File: config.mk
export PLATFORM = sky130hd
export DESIGN_NAME = vga_scanout
export DESIGN_NICKNAME = d
export VERILOG_FILES = /design/src/rtl/vga_scanout.sv
export SDC_FILE = /design/constraint.sdc
export NUM_CORES = 1
export LEC_CHECK = 0
export BUFFER_PORTS_ARGS = -buffer_cell sky130_fd_sc_hd__clkbuf_2
export CAP_MARGIN = 20
export CORE_MARGIN = 2
export CORE_UTILIZATION = 49
export DETAILED_ROUTE_END_ITERATION = 10
export GPL_ROUTABILITY_DRIVEN = 0
export PLACE_DENSITY = 0.8
export SLEW_MARGIN = 30
export SYNTH_ARGS = -nofsm -noshare
export SYNTH_HDL_FRONTEND = slang
export SYNTH_SLANG_ARGS = --single-unit
File: constraint.sdc
create_clock -name clk -period 2.1 [get_ports clk]
set_input_delay 0.315 -clock clk [delete_from_list [all_inputs] [get_ports clk]]
set_output_delay 0.315 -clock clk [all_outputs]
set_load 0.05 [all_outputs]
File: src/rtl/vga_scanout.sv
// 640x480@60 VGA scanout: raster counters, sync/blank timing, RRRGGGBB expansion.
// Ports: clk, rst (sync, active-high), pixel_data in; pixel coords, VGA pins, frame_tick out.
// Optional: SCANOUT_TEST_PATTERN_EN adds input test_pattern (colour bars).
module vga_scanout #(
  parameter int          CLK_DIV         = 2,
  parameter int          PIPE_LATENCY    = 2,
  parameter logic [7:0]  BG_COLOR        = 8'h00,
  parameter logic [7:0]  TRANSPARENT_KEY = 8'hE3
) (
  input  logic       clk,
  input  logic       rst,
`ifdef SCANOUT_TEST_PATTERN_EN
  input  logic       test_pattern,
`endif
  input  logic [7:0] pixel_data,
  output logic [9:0] current_pixel_x,
  output logic [9:0] current_pixel_y,
  output logic [7:0] vga_r,
  output logic [7:0] vga_g,
  output logic [7:0] vga_b,
  output logic       vga_hs,
  output logic       vga_vs,
  output logic       vga_blank_n,
  output logic       vga_sync_n,
  output logic       vga_clk,
  output logic       frame_tick
);

  localparam int DW = $clog2(CLK_DIV);
  localparam logic [DW-1:0] DIV_LAST = DW'(CLK_DIV - 1);
  localparam logic [DW-1:0] DIV_HALF = DW'(CLK_DIV / 2);

  typedef struct packed {
`ifdef SCANOUT_TEST_PATTERN_EN
    logic [2:0] bar;
`endif
    logic hs;
    logic vs;
    logic de;
  } tm_t;

  logic [DW-1:0] div_cnt;
  logic [9:0]    h_cnt;
  logic [9:0]    v_cnt;
  logic          pix_tick;
  logic          h_last;
  logic          v_last;

  tm_t raw;
  tm_t tail;
  tm_t dly [PIPE_LATENCY];

  logic [7:0] c;

  assign pix_tick = (div_cnt == DIV_LAST);
  assign h_last   = (h_cnt == 10'd799);
  assign v_last   = (v_cnt == 10'd524);

  assign current_pixel_x = h_cnt;
  assign current_pixel_y = v_cnt;
  assign vga_sync_n      = 1'b0;

  always_ff @(posedge clk) begin
    if (rst) begin
      div_cnt    <= '0;
      h_cnt      <= '0;
      v_cnt      <= '0;
      vga_clk    <= 1'b0;
      frame_tick <= 1'b0;
    end else begin
      div_cnt    <= pix_tick ? '0 : div_cnt + 1'b1;
      vga_clk    <= (div_cnt >= DIV_HALF);
      frame_tick <= pix_tick && h_last && v_last;
      if (pix_tick) begin
        h_cnt <= h_last ? 10'd0 : h_cnt + 10'd1;
        if (h_last)
          v_cnt <= v_last ? 10'd0 : v_cnt + 10'd1;
      end
    end
  end

`ifdef SCANOUT_TEST_PATTERN_EN
  function automatic logic [2:0] bar_of(input logic [9:0] h);
    bar_of = 3'd7;
    for (int n = 7; n >= 1; n--)
      if (h < 10'(80 * n))
        bar_of = 3'(n - 1);
  endfunction

  function automatic logic [7:0] bar_color(input logic [2:0] b);
    unique case (b)
      3'd0: bar_color = 8'hFF;
      3'd1: bar_color = 8'hFC;
      3'd2: bar_color = 8'h1F;
      3'd3: bar_color = 8'h1C;
      3'd4: bar_color = 8'hE3;
      3'd5: bar_color = 8'hE0;
      3'd6: bar_color = 8'h03;
      default: bar_color = 8'h00;
    endcase
  endfunction
`endif

  always_comb begin
    raw    = '0;
    raw.de = (h_cnt < 10'd640) && (v_cnt < 10'd480);
    raw.hs = !((h_cnt >= 10'd656) && (h_cnt <= 10'd751));
    raw.vs = !((v_cnt >= 10'd490) && (v_cnt <= 10'd491));
`ifdef SCANOUT_TEST_PATTERN_EN
    raw.bar = bar_of(h_cnt);
`endif
  end

  // Runs every clk so timing tracks the renderer's clk-based latency.
  always_ff @(posedge clk) begin
    if (rst) begin
      for (int i = 0; i < PIPE_LATENCY; i++) begin
        dly[i]    <= '0;
        dly[i].hs <= 1'b1;
        dly[i].vs <= 1'b1;
      end
    end else begin
      dly[0] <= raw;
      for (int i = 1; i < PIPE_LATENCY; i++)
        dly[i] <= dly[i-1];
    end
  end

  assign tail = dly[PIPE_LATENCY-1];

  always_comb begin
    c = (pixel_data == TRANSPARENT_KEY) ? BG_COLOR : pixel_data;
`ifdef SCANOUT_TEST_PATTERN_EN
    if (test_pattern)
      c = bar_color(tail.bar);
`endif
  end

  always_ff @(posedge clk) begin
    if (rst) begin
      vga_r       <= '0;
      vga_g       <= '0;
      vga_b       <= '0;
      vga_hs      <= 1'b1;
      vga_vs      <= 1'b1;
      vga_blank_n <= 1'b0;
    end else begin
      vga_hs      <= tail.hs;
      vga_vs      <= tail.vs;
      vga_blank_n <= tail.de;
      if (tail.de) begin
        vga_r <= {c[7:5], c[7:5], c[7:6]};
        vga_g <= {c[4:2], c[4:2], c[4:3]};
        vga_b <= {c[1:0], c[1:0], c[1:0], c[1:0]};
      end else begin
        vga_r <= '0;
        vga_g <= '0;
        vga_b <= '0;
      end
    end
  end

endmodule

==> run summary <==
### Global route
* 0 — initial antenna violation count
* 16.9% — total track usage
* 1219 — via count of the first global-routing pass
* 0 — GR Overflow Total
* 5.34 mm — wire length of the first global-routing pass
* 18 — largest net degree at the start of global routing

### Yosys
* 0 — synthesis warning total
* 197 — Post-Syn Nets
* 1750 sq um — post-synthesis cell area
* 40 — Synth cell types
* 9.57 sq um — average cell area after synthesis
* sky130_fd_sc_hd__dfxtp_1 46%, sky130_fd_sc_hd__buf_4 7.3%, sky130_fd_sc_hd__and2_1 3.6% — Area contributors post-synth
* 183 — synthesized instance count
* 40 — number of synthesized register bits
* 45.7% — post-synthesis sequential area ratio
* sky130_fd_sc_hd__dfxtp_1 — most area-hungry cell type in the Yosys netlist
* 45.7% — area fraction of the dominant cell type after synthesis

### Critical path
* 17 — Max FO, Critical Path
* reg2reg — Critical Setup Path Class
* 210 ps — worst-case register-to-register setup slack
* 2170 ps — critical path data arrival time
* 2380 ps — data required time of the worst path
* current_pixel_x[1]$_SDFFE_PP0P_ — reg-to-reg critical path startpoint
* current_pixel_x[1]$_SDFFE_PP0P_ — start point of the critical path
* register — element type at the critical path end
* register — crit path launch type

### Die
* 4070 sq um — floorplan die area
* 3390 sq um — core outline area
* 60 — Ports
* 63.8 um — Die H
* 51.7% — initial cell density of the core
* 21 — number of core rows
* 63.8 um — Die X-Extent

### CTS
* 2 — H-Tree Level Count
* 2 — maximum buffer depth of the clock tree
* 340 ps — Worst-Skew Late Latency
* 110 ps — clock-pin slew reported for the worst setup and hold paths after clock tree synthesis
* sky130_fd_sc_hd__clkbuf_4 — root cell of the clock tree
* 0 — number of instances resized during post-cts repair
* 0 — Post-CTS Hold Buffers
* 0 — number of buffers inserted by post-CTS setup repair
* done — CTS tree
* 40 — number of clock sinks
* 5 — number of buffers created by CTS

### Timing
* 528 MHz — highest achievable clock rate
* 90.1% — share of the clock period used by the worst path after layout
* 1890 ps — minimum clock period
* 5.93 ps — setup skew after layout
* 0 ps — Setup Total Neg Slack
* 0 — number of slew-limit violations in the final report
* false — unrepaired setup endpoints after global routing
* 0 — final setup violation count
* 0 — number of hold violations in the final report
* 183 ps — worst hold slack

### Cells and area
* 14.4% — Area Growth Syn to Fin
* 240 — net total in the final layout
* 35.7% — fraction of final layout cells sized beyond drive strength 1
* 801 sq um — sequential cell area
* 320 — number of fillers in the final layout
* 769 sq um — multi-input combinational cell area
* 0 — antenna fix cells

### Drt
* 1380 — overall via count from detail_route
* 0 — number of routed nets with antenna violations
* 11.4 um — routed wire length per instance
* 3.10 mm — total routed wirelength
* 4 — drt first pass iters
* 5.05 — routed via count divided by cell count
* 74 — number of DRC violations after detailed-routing iteration 0
* 0 — residual DRC count

### Power and ir drop
* 0.853 nW — Static Leak
* 338 uV — worst IR drop on VDD
* 652 nW/um^2 — power per standard cell area

### Outcome
* finished clean — run status

### Hold path
* in2reg — class of the tightest hold or removal check
* pixel_data[5] — hold_sp

### Placement
* 2.34 mm — detailed placement HPWL
* 58 — total of buffers placed on input and output ports

### Job
* 0 — number of maximum-capacitance violations

area by class of cell:
| class | count | share of cell area (%) |
|---|---|---|
| timing repair buffer | 59 | 14.9 |
| sequential | 40 | 40.0 |
| clock buffer | 7 | 2.75 |
| tap | 46 | 2.87 |
| inverter | 4 | 0.750 |
| clock inverter | 1 | 0.375 |
| multi-input combinational | 116 | 38.4 |
metrics by stage:
| step | utilization [%] | setup WS, ps | cells | power (mW) | cell area [sq um] |
|---|---|---|---|---|---|
| 2_1_floorplan | - | 49.2 | 183 | 0.898 | 1750 |
| 3_3_place_gp | 57.3 | 301 | 265 | 0.919 | 1940 |
| 3_5_place_dp | 57.3 | 252 | 265 | 0.920 | 1940 |
| 4_1_cts | 59.1 | 213 | 273 | 1.32 | 2000 |
| 5_1_grt | 59.1 | 50.3 | 273 | 1.37 | 2000 |
| 6_report | 59.1 | 207 | 273 | 1.31 | 2000 |
report_power, final:
group          internal (mW)  switching, mW  leakage, nW
clock                  0.164          0.240       0.0315
combinational         0.0299         0.0938        0.497
sequential             0.771        0.00764        0.325
logic make-up after synthesis:
family / synth area share (%)
AO/OA/AOI/OAI: 7.07
buffers and inverters: 10.4
XOR/XNOR: 5.00
adder cells (fa/ha/maj): 2.86
other: 0.214
AND/OR/NAND/NOR: 28.8
flip-flops: 45.7
worst max-delay path, cell delays in order (launching register included):
cell and delay, ps:
sky130_fd_sc_hd__dfxtp_1 410, sky130_fd_sc_hd__ha_1 260, sky130_fd_sc_hd__nor3b_4 300, sky130_fd_sc_hd__nand3_4 210, sky130_fd_sc_hd__or4_1 500, sky130_fd_sc_hd__a21oi_1 140
path summary, 6_finish.rpt:
check	end	cells after the start
worst max-delay path	current_pixel_y[9]$_SDFFE_PP0P_	5
worst min-delay path	vga_r[5]$_SDFF_PP0_	2
worst max register to register	current_pixel_y[9]$_SDFFE_PP0P_	5
worst min register to register	vga_hs$_SDFF_PP1_	1
per-layer routing:
layer	GRT usage [%]	vias up	share of wire, %
met3	6.69	7	6.1
met1	19.5	630	43
met4	5.71	0	1.4
li1	-	703	-
met2	28.3	40	49
met5	0	-	0
cells in the mapped netlist:
library cell	count
sky130_fd_sc_hd__dfxtp_1	40
sky130_fd_sc_hd__buf_4	17
sky130_fd_sc_hd__nor2_1	11
sky130_fd_sc_hd__and2_1	10
sky130_fd_sc_hd__a21oi_1	8
sky130_fd_sc_hd__nand2_1	8
sky130_fd_sc_hd__nand3_1	8
sky130_fd_sc_hd__nand4_1	8
sky130_fd_sc_hd__o21ai_0	7
sky130_fd_sc_hd__nor3_1	5
sky130_fd_sc_hd__or3_2	5
sky130_fd_sc_hd__xnor2_1	5
sky130_fd_sc_hd__xor2_1	5
sky130_fd_sc_hd__ha_1	4
sky130_fd_sc_hd__inv_1	4
sky130_fd_sc_hd__nor2b_1	4
sky130_fd_sc_hd__or2_2	4
sky130_fd_sc_hd__clkbuf_1	3
sky130_fd_sc_hd__and3_1	2
sky130_fd_sc_hd__buf_6	2
sky130_fd_sc_hd__nor4bb_1	2
sky130_fd_sc_hd__or3_1	2
sky130_fd_sc_hd__or4_1	2
sky130_fd_sc_hd__a31o_2	1
sky130_fd_sc_hd__a32o_1	1
sky130_fd_sc_hd__and3_2	1
sky130_fd_sc_hd__and3b_1	1
sky130_fd_sc_hd__and4_2	1
sky130_fd_sc_hd__and4b_1	1
sky130_fd_sc_hd__buf_2	1
sky130_fd_sc_hd__conb_1	1
sky130_fd_sc_hd__nand3_4	1
sky130_fd_sc_hd__nand4b_1	1
sky130_fd_sc_hd__nor3b_4	1
sky130_fd_sc_hd__nor4b_1	1
sky130_fd_sc_hd__o21bai_2	1
sky130_fd_sc_hd__o31ai_1	1
sky130_fd_sc_hd__o41a_1	1
sky130_fd_sc_hd__or2b_1	1
sky130_fd_sc_hd__or4b_1	1
cell usage in the layout, fill, tap and decap left out, drive strengths merged, types with 2 or more instances in the layout:
cell	Yosys	layout
nand2	8	8
nor2	11	11
nor4bb	2	2
and3	3	3
or4	2	2
dfxtp	40	40
ha	4	4
inv	4	4
nand3	9	9
or3	7	7
a21oi	8	8
or2	4	4
nor2b	4	4
o21ai	7	7
xor2	5	5
nand4	8	8
clkbuf	3	65
nor3	5	5
and2	10	10
xnor2	5	5
state kept, by name, indices dropped and copies added (netlist names), 2 cells and up:
register / flops
vga_b: 2
vga_r: 3
dly: 6
current_pixel_y: 10
current_pixel_x: 10
vga_g: 3
Power figures use the tool's default switching activity.
